===== src/rtl/pika_pkg.sv =====
// Shared scheduler types and constants for the frame update scheduler.
// Optional agent masking is enabled by defining AGENT_MASK_EN.
package pika_pkg;

  typedef enum logic [1:0] {
    S_IDLE  = 2'd0,
    S_ISSUE = 2'd1,
    S_WAIT  = 2'd2,
    S_NEXT  = 2'd3
  } sched_state_t;

  localparam int AGENT_PLAYER = 0;
  localparam int AGENT_NPC    = 1;
  localparam int AGENT_BALL   = 2;

  localparam int DEF_TIMEOUT_CYC = 4096;

endpackage


===== src/rtl/vsync_tick_gen.sv =====
// VSYNC synchroniser, falling-edge detect and frame divider.
// Produces a one-cycle launch_tick every FRAME_DIV frames while run=1.
module vsync_tick_gen #(
  parameter int FRAME_DIV = 1
) (
  input  logic clk,
  input  logic reset_n,
  input  logic vsync,
  input  logic run,
  output logic launch_tick
);

  logic       s1;
  logic       s2;
  logic       s2_prev;
  logic       tick;
  logic [7:0] div;
  logic       div_hit;

  assign tick    = s2_prev & ~s2;
  assign div_hit = (div == 8'(FRAME_DIV - 1));

  assign launch_tick = tick & run & div_hit;

  always_ff @(posedge clk) begin
    if (!reset_n) begin
      s1      <= 1'b1;
      s2      <= 1'b1;
      s2_prev <= 1'b1;
      div     <= '0;
    end else begin
      s1      <= vsync;
      s2      <= s1;
      s2_prev <= s2;
      if (!run) begin
        div <= '0;
      end else if (tick) begin
        div <= div_hit ? '0 : div + 8'd1;
      end
    end
  end

endmodule


===== src/rtl/frame_update_scheduler.sv =====
// Frame-locked sequencer issuing start pulses to agents in index order.
// Define AGENT_MASK_EN to add agent_en and skip disabled agents.
module frame_update_scheduler
  import pika_pkg::*;
#(
  parameter int N_AGENT     = 3,
  parameter int TIMEOUT_CYC = DEF_TIMEOUT_CYC,
  parameter int FRAME_DIV   = 1
) (
  input  logic               clk,
  input  logic               reset_n,
  input  logic               vsync,
  input  logic               run,
`ifdef AGENT_MASK_EN
  input  logic [N_AGENT-1:0] agent_en,
`endif
  input  logic [N_AGENT-1:0] done_i,
  output logic [N_AGENT-1:0] start_o,
  output logic               busy,
  output logic [15:0]        frame_cnt,
  output logic [7:0]         overrun,
  output logic               timeout_flag
);

  localparam int IW = (N_AGENT > 1) ? $clog2(N_AGENT) : 1;
  localparam int TW = (TIMEOUT_CYC > 1) ? $clog2(TIMEOUT_CYC) : 1;

  sched_state_t  state;
  logic [IW-1:0] idx;
  logic [TW-1:0] wait_cnt;
  logic          launch_tick;
  logic          last_agent;

  vsync_tick_gen #(
    .FRAME_DIV(FRAME_DIV)
  ) u_tick (
    .clk        (clk),
    .reset_n    (reset_n),
    .vsync      (vsync),
    .run        (run),
    .launch_tick(launch_tick)
  );

  always_comb begin
    start_o = '0;
    if (state == S_ISSUE) start_o[idx] = 1'b1;
  end

  assign busy       = (state != S_IDLE);
  assign last_agent = (idx == IW'(N_AGENT - 1));

`ifdef AGENT_MASK_EN
  // {found, index} of the lowest enabled agent at or above from
  function automatic logic [IW:0] pick(
    input logic [N_AGENT-1:0] en,
    input int                 from
  );
    logic          found;
    logic [IW-1:0] r;
    found = 1'b0;
    r     = '0;
    for (int i = N_AGENT - 1; i >= 0; i--) begin
      if (i >= from && en[i]) begin
        found = 1'b1;
        r     = IW'(i);
      end
    end
    return {found, r};
  endfunction

  logic [IW:0] first_en;
  logic [IW:0] next_en;

  assign first_en = pick(agent_en, 0);
  assign next_en  = pick(agent_en, int'(idx) + 1);
`endif

  always_ff @(posedge clk) begin
    if (!reset_n) begin
      state        <= S_IDLE;
      idx          <= '0;
      wait_cnt     <= '0;
      frame_cnt    <= '0;
      overrun      <= '0;
      timeout_flag <= 1'b0;
    end else if (!run) begin
      state <= S_IDLE;
      idx   <= '0;
    end else begin
      if (launch_tick && busy && overrun != 8'hFF)
        overrun <= overrun + 8'd1;
      unique case (state)
        S_IDLE: begin
          if (launch_tick) begin
`ifdef AGENT_MASK_EN
            if (first_en[IW]) begin
              idx   <= first_en[IW-1:0];
              state <= S_ISSUE;
            end else begin
              frame_cnt <= frame_cnt + 16'd1;
            end
`else
            idx   <= '0;
            state <= S_ISSUE;
`endif
          end
        end
        S_ISSUE: begin
          wait_cnt <= '0;
          state    <= S_WAIT;
        end
        S_WAIT: begin
          if (done_i[idx]) begin
            state <= S_NEXT;
          end else if (wait_cnt == TW'(TIMEOUT_CYC - 1)) begin
            timeout_flag <= 1'b1;
            state        <= S_NEXT;
          end else begin
            wait_cnt <= wait_cnt + TW'(1);
          end
        end
        S_NEXT: begin
`ifdef AGENT_MASK_EN
          if (next_en[IW]) begin
            idx   <= next_en[IW-1:0];
            state <= S_ISSUE;
          end else begin
            frame_cnt <= frame_cnt + 16'd1;
            idx       <= '0;
            state     <= S_IDLE;
          end
`else
          if (last_agent) begin
            frame_cnt <= frame_cnt + 16'd1;
            idx       <= '0;
            state     <= S_IDLE;
          end else begin
            idx   <= idx + IW'(1);
            state <= S_ISSUE;
          end
`endif
        end
        default: state <= S_IDLE;
      endcase
    end
  end

`ifdef AGENT_MASK_EN
  logic unused_last;
  assign unused_last = last_agent;
`endif

endmodule


===== config.mk =====
export PLATFORM = sky130hd
export DESIGN_NAME = frame_update_scheduler
export DESIGN_NICKNAME = d
export VERILOG_FILES = /design/src/rtl/pika_pkg.sv /design/src/rtl/vsync_tick_gen.sv /design/src/rtl/frame_update_scheduler.sv
export SDC_FILE = /design/constraint.sdc
export NUM_CORES = 1
export LEC_CHECK = 0
export ABC_AREA = 1
export CORE_ASPECT_RATIO = 0.9
export CORE_MARGIN = 2
export CORE_UTILIZATION = 52
export CTS_CLUSTER_SIZE = 28
export DETAILED_ROUTE_END_ITERATION = 7
export PLACE_DENSITY = 0.76
export SYNTH_ARGS = -nofsm -noshare
export SYNTH_HDL_FRONTEND = slang
export SYNTH_SLANG_ARGS = --single-unit
export TNS_END_PERCENT = 20

===== constraint.sdc =====
create_clock -name clk -period 2.2 [get_ports clk]
set_input_delay 0.33 -clock clk [delete_from_list [all_inputs] [get_ports clk]]
set_output_delay 0.33 -clock clk [all_outputs]
set_load 0.03 [all_outputs]

# Yosys cells after proc, flatten, opt, wreduce, memory -nomap -nowiden
# Index checks and enable logic that the tools add are counted.
# W data, S select, Z words.
dict set report word_totals {
  mem_count 0
  ramBits 0
  out_inout_bits 29
  rom_bits 0
  latchBits 0
  wordCells 64
  ff_bits 52
  inputBits 7
}
dict set report op_classes {
  addsub 5
  div_mod_pow 0
  mux 17
  multipliers 0
  order_cmp 2
  n_eq_ne 10
  n_reduce_logical 15
  shifts 0
  bitwise_logic 5
}
# cell n
set op_table {}
lappend op_table {{$mux W12} 2}
lappend op_table {{$pmux W12 S2} 1}
lappend op_table {{$add A16 B1 Y16 const B} 1}
lappend op_table {{$add A8 B1 Y8 const B} 2}
lappend op_table {{$add A12 B1 Y12 const B} 1}
lappend op_table {{$eq A12 B12 Y1 const B} 1}
lappend op_table {{$mux W2} 5}
lappend op_table {{$logic_not A8 Y1} 1}
lappend op_table {{$mux W8} 1}
lappend op_table {{$ne A8 B8 Y1 const B} 1}
lappend op_table {{$pmux W2 S4} 1}
lappend op_table {{$reduce_and A2 Y1} 4}
lappend op_table {{$reduce_and A4 Y1} 2}
lappend op_table {{$eq A2 B2 Y1 const B} 3}
lappend op_table {{$ne A2 B2 Y1 const B} 3}
lappend op_table {{$reduce_bool A2 Y1} 3}
lappend op_table {{$pmux W2 S2} 1}
lappend op_table {{$and A1 B1 Y1} 3}
lappend op_table {{$logic_and A1 B1 Y1} 3}
lappend op_table {{$lt A2 B3 Y1 const B} 1}
lappend op_table {{$mux W1} 3}
lappend op_table {{$mux W3} 1}
lappend op_table {{$ne A3 B3 Y1 const B} 1}
lappend op_table {{$reduce_and A3 Y1} 1}
lappend op_table {{7 further kinds} 8}

# Depth between registers and ports, before layout
dict set report logic_depth {
  depth_word 7
  mapped_depth 10
  mapped_depth_nobuf 10
}

# By module
# A second synthesis with hierarchy kept.
dict set report hier_totals {
  hier_cells 414
  hier_area_um2 2816.5
}
# mod area_each_um2 cells_per_inst n_inst seq_area_each_um2
set modules_own_cells {}
lappend modules_own_cells {frame_update_scheduler 2299.7 345 1 820.8}
lappend modules_own_cells {vsync_tick_gen 516.7 69 1 220.2}

# Worst setup path before layout
# No wires, ideal clock.
dict set report synth_path {
  kind {register to register}
  from {reg overrun[0]}
  to {reg overrun[5]}
  n_path_buf 0
  required_time_ps 2130
  stages_incl_launch_ff 8
  path_slack_ps 551
  synth_period_minus_slack_ps 1649
  arrival_ps 1579
  setup_time_ps 70
  path_cell_list {dfxtp_1 ha_1 nand2_1 nor2_1 nand2_1 nand4_2 nand2_1 a21oi_1}
}
dict set report synth_via {
  elab_chain_len 3
  elab_cells_between_ends 4
}
# item line
set synth_lines {}
lappend synth_lines {{start, declared} frame_update_scheduler.sv:21} ;# output logic [7:0] overrun,
lappend synth_lines {{start signal, assigned} frame_update_scheduler.sv:91} ;# overrun <= overrun + 8'd1;
lappend synth_lines {{parallel branches: the longest is 3 deep, another holds $add A8 B1 Y8} -}
# Parallel ways; which one is timed is not known.
# A chain may end at the register's enable or synchronous reset.

# Worst setup path after layout
dict set report layout_path {
  from {reg state[0]}
  to {out busy}
}
dict set report layout_via {
  elab_chain_len 1
}
# item line
set layout_lines {}
lappend layout_lines {{start, declared} frame_update_scheduler.sv:28} ;# sched_state_t state;
lappend layout_lines {{start signal, assigned} frame_update_scheduler.sv:80} ;# state <= S_IDLE;
lappend layout_lines {{start signal, assigned} frame_update_scheduler.sv:87} ;# state <= S_IDLE;
lappend layout_lines {{start signal, assigned} frame_update_scheduler.sv:104} ;# state <= S_ISSUE;
lappend layout_lines {{$reduce_bool A2 Y1} frame_update_scheduler.sv:49} ;# assign busy = (state != S_IDLE);
lappend layout_lines {{end, declared} frame_update_scheduler.sv:19} ;# output logic busy,
# Every way passes these cells.

==> flow_summary.toml <==
[route]
antenna_left = 0
drt-vias-per-instance = 5.11
vias = 2776
drtPass1Iterations = 4
wire_per_inst_um = 11.3
initialDrtViolationCount = 115
wl_um = 6110
drc = 0

[cells_and_area]
final_common_cell = "nand2_1"
diodes = 0
multi_input_area_sq_um = 1600
design_area_sq_um = 3400
fin_cells = 543
final_cell_mix = "nand2_1 (106), nor2_1 (59), dfxtp_1 (52)"
n_fill_cell = 528
drive_above_1_share_pct = 6.72
seq_area_sq_um = 1040
final_nets = 492
syn_to_final_growth_pct = 18.5

[power_and_ir_drop]
p_leak_nw = 1.37
p_int_w = 0.00124
sw_frac_of_total_pct = 23.0
vdd_ir_drop_max_mv = 0.316
clkPwrFrac_pct = 34.2
powerDensity_nw_per_um2 = 475
pwr-share-comb_pct = 6.9
power.switching_w = 0.000373
seq_power_share_pct = 58.9

[logic_synthesis]
avgSynthCellArea_sq_um = 6.62
synth_area_sq_um = 2870
synthFlopType = "dfxtp_1"
syn_nets = 451
synth_edf_count = 0
ys_warn_count = 0
syn_inst = 434
async_flop_share_pct = 0
yosysSeqAreaShare_pct = 36.2
ys_ff_latch = 52
synth_cell_types = 30

[floorplanning]
ioPinCount = 36
start_util_pct = 54.3
die_h_um = 74.5
die_area_sq_um = 6140
rows = 25
coreArea_sq_um = 5290
die_x_um = 82.3

[placement]
place_area_sq_um = 3310
portBuffers = 35
place.gp.congestion = 0.884
hpwl_um = 4650
placed_cells = 535

[critical_path]
path_class = "reg2out"
crit_fanout = 5
r2r_start = "state[0]"
cp-startpoint = "state[0]"
required_ns = 1.87
worst_ep_arrival_time_ns = 1.64
endpoint_kind = "output pin"
critPathLaunchType = "flop"

[global_route]
grt_usage_pct = 21.3
antenna_found_initial = 0
grt_pass1_wl_um = 10500
grt_pass1_vias = 2469
overflow = 0
grt_max_degree = 18

[clock_network]
cts.sinks = 52
h-tree-depth = 2
clock_latency_ns = 0.30
postCtsSetupRepairBufs = 0
cts_buffers = 5
clk_pin_slew_worst_paths_ns = 0.09
cts_buffer_depth = 2
cts_resized = 2
cts_tree = "built"
root_buffer = "clkbuf_8"
hold_buffers = 0

[timing]
relSlewSlack_pct = 75.0
timing.final.crit_share_pct = 89.8
rsz0062_at_grt = "false"
worst_pin_slew_ns = 0.376
finalSetupViolCount = 0
min_period_ns = 1.97
fin_skew_ns = 0.00443
drv_slew = 0
hold_slack_ns = 0.429
setup_tns_ns = 0
hold_violations = 0
fmax_ghz = 0.506

[worst_hold_path]
min_from = "u_tick.s1"
hold_path.class = "reg2reg"

[run]
maxCapViolCount = 0

[run_status]
status = "finished, final reports clean"
-- layer usage --
metal	wire length, um	GRT usage [%]	vias to the layer above
met3	181	4.61	6
met4	74	6.67	0
met1	3070	27.5	1247
met2	2790	35.7	38
li1	-	-	1485
met5	0	0	-
-- registers in the layout, indices dropped and copies added, names as in the netlist --
signal	cells
overrun	8
u_tick.s2_prev	1
idx	2
u_tick.div	8
state	2
wait_cnt	12
frame_cnt	16
u_tick.s1	1
timeout_flag	1
u_tick.s2	1
-- per-stage QoR --
step                      total power, W  util, %  setup slack, ns
after floorplan                  0.00105        -            0.551
after global placement           0.00109     62.7            0.334
after detailed placement         0.00109     62.7            0.293
after CTS                        0.00164     64.3          0.00946
after global routing             0.00169     64.4            0.147
final                            0.00162     64.4            0.225
-- final timing paths --
| path | to | slack (ns) | depth (start not counted) |
|---|---|---|---|
| setup / recovery | busy | 0.23 | 4 |
| hold / removal | u_tick.s2 | 0.43 | 1 |
| setup reg to reg | wait_cnt[2] | 0.48 | 6 |
| hold reg to reg | u_tick.s2 | 0.43 | 1 |
-- logic make-up after synthesis --
family                   count (synthesis)  share of synthesized area (%)
adder cells (fa/ha/maj)                 10                           4.36
AND/OR/NAND/NOR                        255                           40.2
AO/OA/AOI/OAI                           52                           9.49
buffers and inverters                   60                           8.19
XOR/XNOR                                 5                           1.52
flip-flops                              52                           36.2
-- critical path, cell delays in order (launching register included) --
cell           delay [ns]
dfxtp_1              0.39
inv_1                0.12
ha_1                 0.29
inv_1                0.14
dlygate4sd2_1        0.41
-- cells in the mapped netlist, types with 3 or more instances --
library cell | n | share of area [%]
nand2_1 | 106 | 14
nor3_1 | 11 | 1.9
ha_1 | 10 | 4.4
nor2_1 | 59 | 7.7
nand3_1 | 51 | 8.9
o21ai_0 | 12 | 2.1
a21oi_1 | 31 | 5.4
inv_1 | 49 | 6.4
o21ai_1 | 5 | 0.87
nor2_2 | 4 | 0.87
nor3b_1 | 4 | 1.0
nand4_1 | 7 | 1.5
xor2_1 | 4 | 1.2
nand2_2 | 3 | 0.65
clkbuf_1 | 3 | 0.39
inv_2 | 4 | 0.52
dfxtp_1 | 52 | 36
-- power by group through the flow --
| stage | Sequential [W] | Combinational [W] | Clock (W) |
|---|---|---|---|
| global placement | 0.000975 | 0.000111 | 0 |
| finish | 0.000953 | 0.000112 | 0.000553 |
| CTS | 0.000953 | 0.000112 | 0.000575 |
| global route | 0.000955 | 0.000126 | 0.000606 |
| detailed placement | 0.000975 | 0.000113 | 0 |
| floorplan | 0.000974 | 0.0000747 | 0 |
-- final cells by class --
type	instances	area share, %
Sequential cell	52	30.6
Multi-Input combinational cell	322	46.9
Tap cell	67	2.46
Timing Repair Buffer	40	11.5
Clock buffer	8	2.65
Inverter	54	5.95
No activity file was read; power rests on OpenSTA's default activity.
